--- config.mk ---
export PLATFORM = sky130hd
export DESIGN_NAME = press_gen
export DESIGN_NICKNAME = d
export VERILOG_FILES = /design/src/rtl/press_pkg.sv /design/src/rtl/press_queue.sv /design/src/rtl/press_gen.sv
export SDC_FILE = /design/constraint.sdc
export NUM_CORES = 1
export LEC_CHECK = 0
export ABC_AREA = 1
export BUFFER_PORTS_ARGS = -buffer_cell sky130_fd_sc_hd__buf_2
export CORE_UTILIZATION = 55
export DETAILED_ROUTE_END_ITERATION = 10
export PLACE_DENSITY = 0.74
export SETUP_SLACK_MARGIN = 0.4
export SYNTH_ARGS = -nofsm -noshare
export SYNTH_HDL_FRONTEND = slang
export SYNTH_SLANG_ARGS = --single-unit
--- constraint.sdc ---
create_clock -name clk -period 2.03 [get_ports clk]
set_input_delay 0.5075 -clock clk [delete_from_list [all_inputs] [get_ports clk]]
set_output_delay 0.5075 -clock clk [all_outputs]
set_load 0.03 [all_outputs]
--- src/rtl/press_pkg.sv ---
// press_pkg: shared types and constants for the press generator.
//   press_state_t  - FSM states (IDLE, HIGH, LOW)
//   HIGH_TICKS_DEF - default number of slow ticks the press is held high
//   LOW_TICKS_DEF  - default minimum number of slow ticks held low between presses
//   TICK_CNT_W     - width of the slow-tick counter
package press_pkg;

    localparam int unsigned TICK_CNT_W     = 8;
    localparam int unsigned HIGH_TICKS_DEF = 2;
    localparam int unsigned LOW_TICKS_DEF  = 2;

    typedef enum logic [1:0] {
        IDLE = 2'd0,
        HIGH = 2'd1,
        LOW  = 2'd2
    } press_state_t;

endpackage

--- src/rtl/press_queue.sv ---
// press_queue: saturating up/down counter of queued press requests.
//   clk, rst_n  - clock and synchronous active-low reset
//   inc_i       - a request arrived this cycle
//   dec_i       - a press starts this cycle (consumes one request)
//   count_o     - requests currently queued
//   full_o      - count_o is at its maximum (all ones)
//   overflow_o  - sticky: an increment was dropped while full
module press_queue #(
    parameter int unsigned W = 4
) (
    input  logic         clk,
    input  logic         rst_n,
    input  logic         inc_i,
    input  logic         dec_i,
    output logic [W-1:0] count_o,
    output logic         full_o,
    output logic         overflow_o
);

    logic [W-1:0] count_q, count_d;
    logic         ovf_q, ovf_d;

    assign full_o     = &count_q;
    assign count_o    = count_q;
    assign overflow_o = ovf_q;

    // inc and dec together cancel; a lone inc at saturation is dropped and flagged
    always_comb begin
        count_d = count_q;
        ovf_d   = ovf_q;
        if (inc_i && !dec_i) begin
            if (full_o) begin
                ovf_d = 1'b1;
            end else begin
                count_d = count_q + W'(1);
            end
        end else if (dec_i && !inc_i) begin
            count_d = count_q - W'(1);
        end
    end

    always_ff @(posedge clk) begin
        if (!rst_n) begin
            count_q <= '0;
            ovf_q   <= 1'b0;
        end else begin
            count_q <= count_d;
            ovf_q   <= ovf_d;
        end
    end

endmodule

--- src/rtl/press_gen.sv ---
// press_gen: turns single-cycle req strobes into tick-aligned press waveforms
// (high for HIGH_TICKS slow ticks, then low for at least LOW_TICKS slow ticks).
//   clk        - system clock
//   rst_n      - synchronous reset, active low
//   slow_tick  - one-cycle enable marking each slow sampling instant
//   req        - one-cycle strobe requesting one press
//   out        - generated press level (registered)
//   busy       - a press is in progress or requests are queued
//   pending    - queued requests not yet started
//   overflow   - sticky: a request was dropped at saturation
//   done       - (only with PRESS_GEN_DONE_EN) one-cycle pulse on LOW->IDLE
// Optional feature macro: PRESS_GEN_DONE_EN
module press_gen
    import press_pkg::*;
#(
    parameter int unsigned HIGH_TICKS = HIGH_TICKS_DEF,
    parameter int unsigned LOW_TICKS  = LOW_TICKS_DEF,
    parameter int unsigned PEND_W     = 4
) (
    input  logic              clk,
    input  logic              rst_n,
    input  logic              slow_tick,
    input  logic              req,
    output logic              out,
    output logic              busy,
    output logic [PEND_W-1:0] pending,
    output logic              overflow
`ifdef PRESS_GEN_DONE_EN
    ,
    output logic              done
`endif
);

    localparam logic [TICK_CNT_W-1:0] HIGH_LAST = TICK_CNT_W'(HIGH_TICKS - 1);
    localparam logic [TICK_CNT_W-1:0] LOW_LAST  = TICK_CNT_W'(LOW_TICKS - 1);

    press_state_t          state_q;
    logic [TICK_CNT_W-1:0] cnt_q;
    logic                  out_q;
    logic                  start_c;
    logic                  q_full;

    // A press starts on a tick in IDLE when a request is queued or arriving now
    assign start_c = (state_q == IDLE) && slow_tick && ((pending != '0) || req);

    press_queue #(
        .W (PEND_W)
    ) u_queue (
        .clk        (clk),
        .rst_n      (rst_n),
        .inc_i      (req),
        .dec_i      (start_c),
        .count_o    (pending),
        .full_o     (q_full),
        .overflow_o (overflow)
    );

    // A full queue is also non-empty; folding it in keeps the term explicit
    assign busy = (state_q != IDLE) || (pending != '0) || q_full;
    assign out  = out_q;

`ifdef PRESS_GEN_DONE_EN
    logic done_q;
    assign done = done_q;

    always_ff @(posedge clk) begin
        if (!rst_n) begin
            done_q <= 1'b0;
        end else begin
            done_q <= slow_tick && (state_q == LOW) && (cnt_q == LOW_LAST);
        end
    end
`endif

    // Press FSM: state, tick count and level only move on slow_tick
    always_ff @(posedge clk) begin
        if (!rst_n) begin
            state_q <= IDLE;
            cnt_q   <= '0;
            out_q   <= 1'b0;
        end else if (slow_tick) begin
            case (state_q)
                IDLE: begin
                    if (start_c) begin
                        state_q <= HIGH;
                        out_q   <= 1'b1;
                        cnt_q   <= '0;
                    end
                end
                HIGH: begin
                    if (cnt_q == HIGH_LAST) begin
                        state_q <= LOW;
                        out_q   <= 1'b0;
                        cnt_q   <= '0;
                    end else begin
                        cnt_q <= cnt_q + TICK_CNT_W'(1);
                    end
                end
                LOW: begin
                    if (cnt_q == LOW_LAST) begin
                        state_q <= IDLE;
                        cnt_q   <= '0;
                    end else begin
                        cnt_q <= cnt_q + TICK_CNT_W'(1);
                    end
                end
                default: begin
                    state_q <= IDLE;
                    out_q   <= 1'b0;
                    cnt_q   <= '0;
                end
            endcase
        end
    end

endmodule

==> impl_metrics.csv, run 1 <==
group,metric,value,unit
clock_tree,htree_levels,1,
critical_path,timing.rr.start,"state_q[1]",
place,dp.cells,188,
grt,grt_pass1_wl,3.62,mm
detailed_routing,first_pass_iters,4,
layout,final_cells,202,
clock_tree,cts_sinks,16,
place,placed_area,1120,sq um
critical_path,r2r_setup_slack,0.44,ns
sta,worst_pin_slew,0.367,ns
floorplan,ios,11,
sta,finClkSkew,0.00453,ns
grt,track_usage,0.242,
sta,max_freq,0.610,GHz
layout,syn_to_final_growth,21.9,%
clock_tree,clk_pin_slew,0.10,ns
critical_path,endpoint,"busy",
place,io_buffers,10,
yosys,synthesis.instances,155,
sta,min_period,1.64,ns
floorplan,die_h,45.5,um
detailed_routing,routedWlPerCell,12.9,um
critical_path,path_max_fanout,3,
critical_path,path_cells,"inv_2 -> ha_4 -> nand4_4 -> buf_6",
sta,grt_setup_unrepaired,"yes",
yosys,syn_avg_cell_area,6.70,sq um
layout,mostFrequentLayoutCell,"nand2_1",
critical_path,r2r-end,"u_queue.count_o[2]",
detailed_routing,avgViaCountPerCell,5.33,
yosys,synth_area,1040,sq um
critical_path,startpoint,"state_q[1]",
floorplan,die_area,2070,sq um
yosys,ys_seq_area_frac,0.308,
sta,setup-violations-final,0,
place,hpwl,1.61,mm
detailed_routing,wirelength,2.61,mm
clock_tree,cts-root-buf,"clkbuf_4",
layout,mostFrequentLayoutCells,"nand2_1, inv_1, nor2_1, nand3_1, dfxtp_1",
clock_tree,numCtsBuffers,3,
worst_hold_path,worstHoldStart,"u_queue.overflow_o",
critical_path,cp_data_arrival_time,1.13,ns
critical_path,end_kind,"primary output",
place,gp_congestion,0.853,
yosys,syn_nets,166,
critical_path,reg2reg_depth,13,
layout,fin_area,1270,sq um
clock_tree,clk_path_buf_depth,2,
floorplan,rows,15,
sta,slew_violations,0,
critical_path,critPathKind,"flip-flop to primary output",
critical_path,crit_path_top_delay_cell,"dfxtp_2",
sta,min_period_over_period,0.807,
yosys,synth_seq_cells,16,
layout,multi_input_area,659,sq um
critical_path,critical_path.max_stage_delay,0.34,ns
grt,grt_overflow_total,0,
critical_path,critPathRequiredTime,1.52,ns
pwr,p_per_area,928,nW/um^2
worst_hold_path,hp-class,"flip-flop to flip-flop",
layout,final_core_utilization,0.725,
pwr,peakVddDrop,709,uV
sta,slew_headroom,0.753,
clock_tree,worstSkewPairLatency,0.30,ns
pwr,p_leak,0.573,nW
layout,antennaDiodeCount,0,
layout,nFillCells,149,
critical_path,startpoint_type,"flip-flop",
clock_tree,holdBufCountCts,0,
grt,antenna_found_initial,0,
grt,grt_pass1_vias,875,
detailed_routing,drcViolationCount,0,
grt,grt_max_degree,14,
sta,hold_viol_final,0,
sta,fin_setup_tns,0,ns
yosys,yosysWarnings,0,
yosys,synth.distinct_cells,22,
run_status,status,"finished clean",
layout,final_net_count,189,
clock_tree,cts_tree,"done",
layout,drive_gt1_frac,0.260,
floorplan,coreArea,1750,sq um
layout,regArea,325,sq um
detailed_routing,drt-initial-drc-count,19,
floorplan,die_width,45.5,um
detailed_routing,ant_nets,0,
flow_run,maxCapViolCount,0,
floorplan,start_util,0.595,
detailed_routing,vias,1076,
worst_hold_path,whs_path_depth,2,
-- what timing repair did --
item / 4_1_cts / 5_1_grt
endpoints found under the setup margin: 3 / 6
buffers inserted: 4 / 5
cloned: 0 / 1
pin swaps: 3 / 4
resized for setup: 8 / 6
-- worst min-delay path by stage --
stage | end | slack (ns)
6_report | u_queue.overflow_o | 0.48
5_1_grt | u_queue.overflow_o | 0.51
4_1_cts | u_queue.overflow_o | 0.49
3_5_place_dp | u_queue.overflow_o | 0.47
3_3_place_gp | u_queue.overflow_o | 0.45
2_1_floorplan | state_q[1] | 0.46
-- cell type report --
type,instances,share of cell area
Inverter,24,0.0711
Sequential cell,16,0.257
Tap cell,25,0.0247
Multi-Input combinational cell,114,0.521
Timing Repair Buffer,19,0.0978
Clock buffer,4,0.0287
-- synthesized netlist by cell type (all sizes together) --
cell / instances / share of area
xor2: 1 / 0.0084
dfxtp: 16 / 0.31
nand4: 4 / 0.039
buf: 2 / 0.016
inv: 24 / 0.087
ha: 7 / 0.084
a21oi: 11 / 0.053
nor2: 20 / 0.094
xnor2: 1 / 0.0084
nand3: 13 / 0.063
nand2: 40 / 0.15
o21ai: 13 / 0.066
nor3: 3 / 0.019
-- metrics by stage --
step           power, mW  hold WS [ns]  worst slack (ns)
2_1_floorplan      0.756         0.456             0.421
3_3_place_gp       0.840         0.450             0.356
3_5_place_dp       0.849         0.466             0.273
4_1_cts             1.11         0.489             0.405
5_1_grt             1.25         0.510             0.355
6_report            1.17         0.479             0.391
-- metal layers --
layer | wire (um) | global-route usage | vias up | part of all wire
met5 | 0 | 0 | - | 0
met4 | 36 | 0.0970 | 0 | 0.014
met3 | 135 | 0.0516 | 6 | 0.052
met2 | 1340 | 0.409 | 44 | 0.51
met1 | 1110 | 0.297 | 489 | 0.42
li1 | - | - | 537 | -
-- critical path: cells and delay by family (launching register included) --
family	cells	cell delay, ns
DFF	1	0.34
buffers and inverters	2	0.23
adders and majority gates	1	0.18
and+or+nand+nor	1	0.08
-- power by group --
part	internal (mW)	switching, mW
Clock	0.109	0.108
Sequential	0.351	0.0473
Combinational	0.217	0.342
Total	0.678	0.497
-- logic make-up (layout without fill, tap and decap cells) --
logic type | Yosys count | count (layout) | synth area share
AO/OA/AOI/OAI | 24 | 24 | 0.119
buffers and inverters | 26 | 47 | 0.102
AND/OR/NAND/NOR | 80 | 81 | 0.369
adder cells (fa/ha/maj) | 7 | 7 | 0.0843
flip-flops | 16 | 16 | 0.308
XOR/XNOR | 2 | 2 | 0.0169
-- flip-flops by register name, summed over array words and instances, names as in the netlist --
name,flops
cnt_q,8
u_queue.count_o,4
state_q,2
out,1
u_queue.overflow_o,1
Note: power is estimated with default switching activity, not from simulation.
==> run 2: changes to the inputs <==
--- a/config.mk
+++ b/config.mk
@@ -7,9 +7,9 @@
 export LEC_CHECK = 0
 export ABC_AREA = 1
 export BUFFER_PORTS_ARGS = -buffer_cell sky130_fd_sc_hd__buf_2
-export CORE_UTILIZATION = 55
+export CORE_UTILIZATION = 51
 export DETAILED_ROUTE_END_ITERATION = 10
-export PLACE_DENSITY = 0.74
+export PLACE_DENSITY = 0.72
 export SETUP_SLACK_MARGIN = 0.4
 export SYNTH_ARGS = -nofsm -noshare
 export SYNTH_HDL_FRONTEND = slang
==> constraint.sdc (replaced) <==
create_clock -name clk -period 1.49 [get_ports clk]
set_input_delay 0.3725 -clock clk [delete_from_list [all_inputs] [get_ports clk]]
set_output_delay 0.3725 -clock clk [all_outputs]
set_load 0.03 [all_outputs]
==> run 2 against run 1 <==
The flow now finishes with violations (negative setup slack). Die area grew 7.5%. Clock power grew 6%. Design area grew 25%.
==> impl_metrics.csv, run 2 (same netlist as run 1, synthesis figures left out) <==
group,metric,value,unit
pwr,p_per_area,1190,nW/um^2
sta,slew_violations,0,
sta,worst_pin_slew,0.268,ns
floorplan,rows,15,
layout,drive_gt1_frac,0.455,
clock_tree,holdBufCountCts,0,
sta,min_period_over_period,1.08,
sta,finClkSkew,0.00133,ns
layout,multi_input_area,796,sq um
detailed_routing,avgViaCountPerCell,5.22,
grt,antenna_found_initial,0,
clock_tree,clk_pin_slew,0.09,ns
sta,grt_setup_unrepaired,"yes",
place,io_buffers,10,
grt,grt_pass1_wl,4.20,mm
pwr,seqPwrFrac,0.288,
detailed_routing,drt-initial-drc-count,34,
critical_path,r2r_setup_slack,-0.12,ns
detailed_routing,vias,1118,
pwr,swShare,0.426,
worst_hold_path,whs_path_depth,3,
floorplan,die_width,47.1,um
floorplan,ios,11,
detailed_routing,ant_nets,0,
sta,slew_headroom,0.820,
sta,max_freq,0.622,GHz
critical_path,critPathKind,"flip-flop to flip-flop",
layout,syn_to_final_growth,51.9,%
grt,grt_max_degree,12,
critical_path,critPathRequiredTime,1.68,ns
critical_path,timing.rr.start,"state_q[0]",
pwr,clock_power_share,0.122,
detailed_routing,first_pass_iters,4,
sta,hold_ws,0.405,ns
clock_tree,cts-root-buf,"clkbuf_4",
grt,grt_overflow_total,0,
grt,track_usage,0.278,
critical_path,path_max_fanout,4,
critical_path,reg2reg_depth,13,
pwr,p_leak,0.687,nW
floorplan,die_area,2220,sq um
worst_hold_path,hp-class,"input pin to flip-flop",
layout,antennaDiodeCount,0,
place,dp_slack,-0.0428,ns
sta,timing.final.ws_setup,-0.117,ns
pwr,total_power,1.87,mW
detailed_routing,wirelength,2.88,mm
layout,final_cells,214,
worst_hold_path,worstHoldStart,"rst_n",
pwr,p_switching,798,uW
layout,regArea,338,sq um
pwr,p_comb_frac,0.589,
floorplan,coreArea,1820,sq um
critical_path,end_kind,"flip-flop",
run_status,status,"finished, violations left",
clock_tree,worstSkewPairLatency,0.29,ns
place,gp_congestion,0.836,
layout,final_core_utilization,0.867,
detailed_routing,routedWlPerCell,13.5,um
floorplan,die_h,47.1,um
clock_tree,clk_path_buf_depth,2,
critical_path,r2r-end,"u_queue.count_o[2]",
flow_run,maxCapViolCount,0,
worst_hold_path,holdPathEnd,"u_queue.count_o[1]",
clock_tree,numCtsBuffers,3,
detailed_routing,drcViolationCount,0,
place,dp.cells,196,
clock_tree,cts_sinks,16,
clock_tree,htree_levels,1,
grt,grt_pass1_vias,981,
layout,mostFrequentLayoutCells,"nand2_1, buf_6, inv_1, nor2_1, buf_4",
sta,hold_viol_final,0,
layout,top_register,"cnt_q",
layout,final_net_count,202,
layout,mostFrequentLayoutCell,"nand2_1",
place,hpwl,1.68,mm
critical_path,cp_data_arrival_time,1.80,ns
critical_path,startpoint_type,"flip-flop",
run_status,violations,"negative setup slack",
layout,nFillCells,99,
sta,setup-violations-final,2,
sta,min_period,1.61,ns
pwr,power.internal,1.07,mW
pwr,peakVddDrop,979,uV
layout,largest_reg_flops,8,
floorplan,start_util,0.570,
clock_tree,cts_tree,"done",
run 2: cell types whose count changed in the layout (fill, tap and decap cells not counted), moves of 4 or more:
cell and delta:
nand2_4 +4, o21ai_2 +4, nor2_1 -4, buf_6 +17, a21oi_1 -4, buf_2 -6, dfxtp_1 -4, o21ai_0 -5
nand2_1 -5, a21oi_2 +4
run 2: layer usage:
metal  GRT usage  share of wire  vias up
met1       0.335           0.45      518
met2       0.467           0.51       23
met4       0.166          0.016        0
met3      0.0423          0.023        5
met5           0              0        -
li1            -              -      572
run 2: final cells by class:
| class | instances | area share |
|---|---|---|
| tap | 25 | 0.0198 |
| multi-input combinational | 114 | 0.504 |
| sequential | 16 | 0.214 |
| inverter | 24 | 0.0571 |
| timing repair buffer | 32 | 0.190 |
| clock buffer | 3 | 0.0143 |
run 2: worst max path at each step:
stage / slack (ns) / end / start
global placement: 0.007 / u_queue.count_o[2] / state_q[1]
CTS: -0.05 / busy / state_q[0]
global route: -0.20 / u_queue.count_o[2] / state_q[1]
floorplan: -0.009 / u_queue.count_o[2] / state_q[1]
finish: -0.12 / u_queue.count_o[2] / state_q[0]
detailed placement: -0.04 / u_queue.count_o[2] / state_q[1]
run 2: through the flow:
step,setup TNS (ns),area (sq um)
after floorplan,-0.00850,1090
after global placement,0,1220
after detailed placement,-0.0579,1220
after CTS,-0.139,1390
after global routing,-0.684,1580
final,-0.142,1580
run 2: critical path, stage by stage (launching register included):
cell and delay, ns:
dfxtp_2 0.34, inv_2 0.07, ha_4 0.17, nand2_4 0.08
nand2_4 0.09, nand2_4 0.05, nand2_2 0.06, inv_2 0.05
ha_4 0.15, a21oi_2 0.12, xnor2_1 0.13, nand2_1 0.07
nand3_1 0.07, inv_1 0.04
run 2: timing repair:
| item | in CTS | in global routing |
|---|---|---|
| pin swaps | 14 | 15 |
| resized for setup | 36 | 32 |
| cloned | 1 | 0 |
| endpoints found under the setup margin | 23 | 23 |
| buffers inserted | 7 | 7 |
| hold endpoints to repair | 0 | 0 |
run 2: power groups by stage:
stage	Sequential [mW]	Clock [mW]	Combinational (mW)
finish	0.540	0.229	1.10
global route	0.546	0.251	1.18
CTS	0.544	0.241	0.870
detailed placement	0.546	0	0.701
global placement	0.542	0	0.685
floorplan	0.604	0	0.469
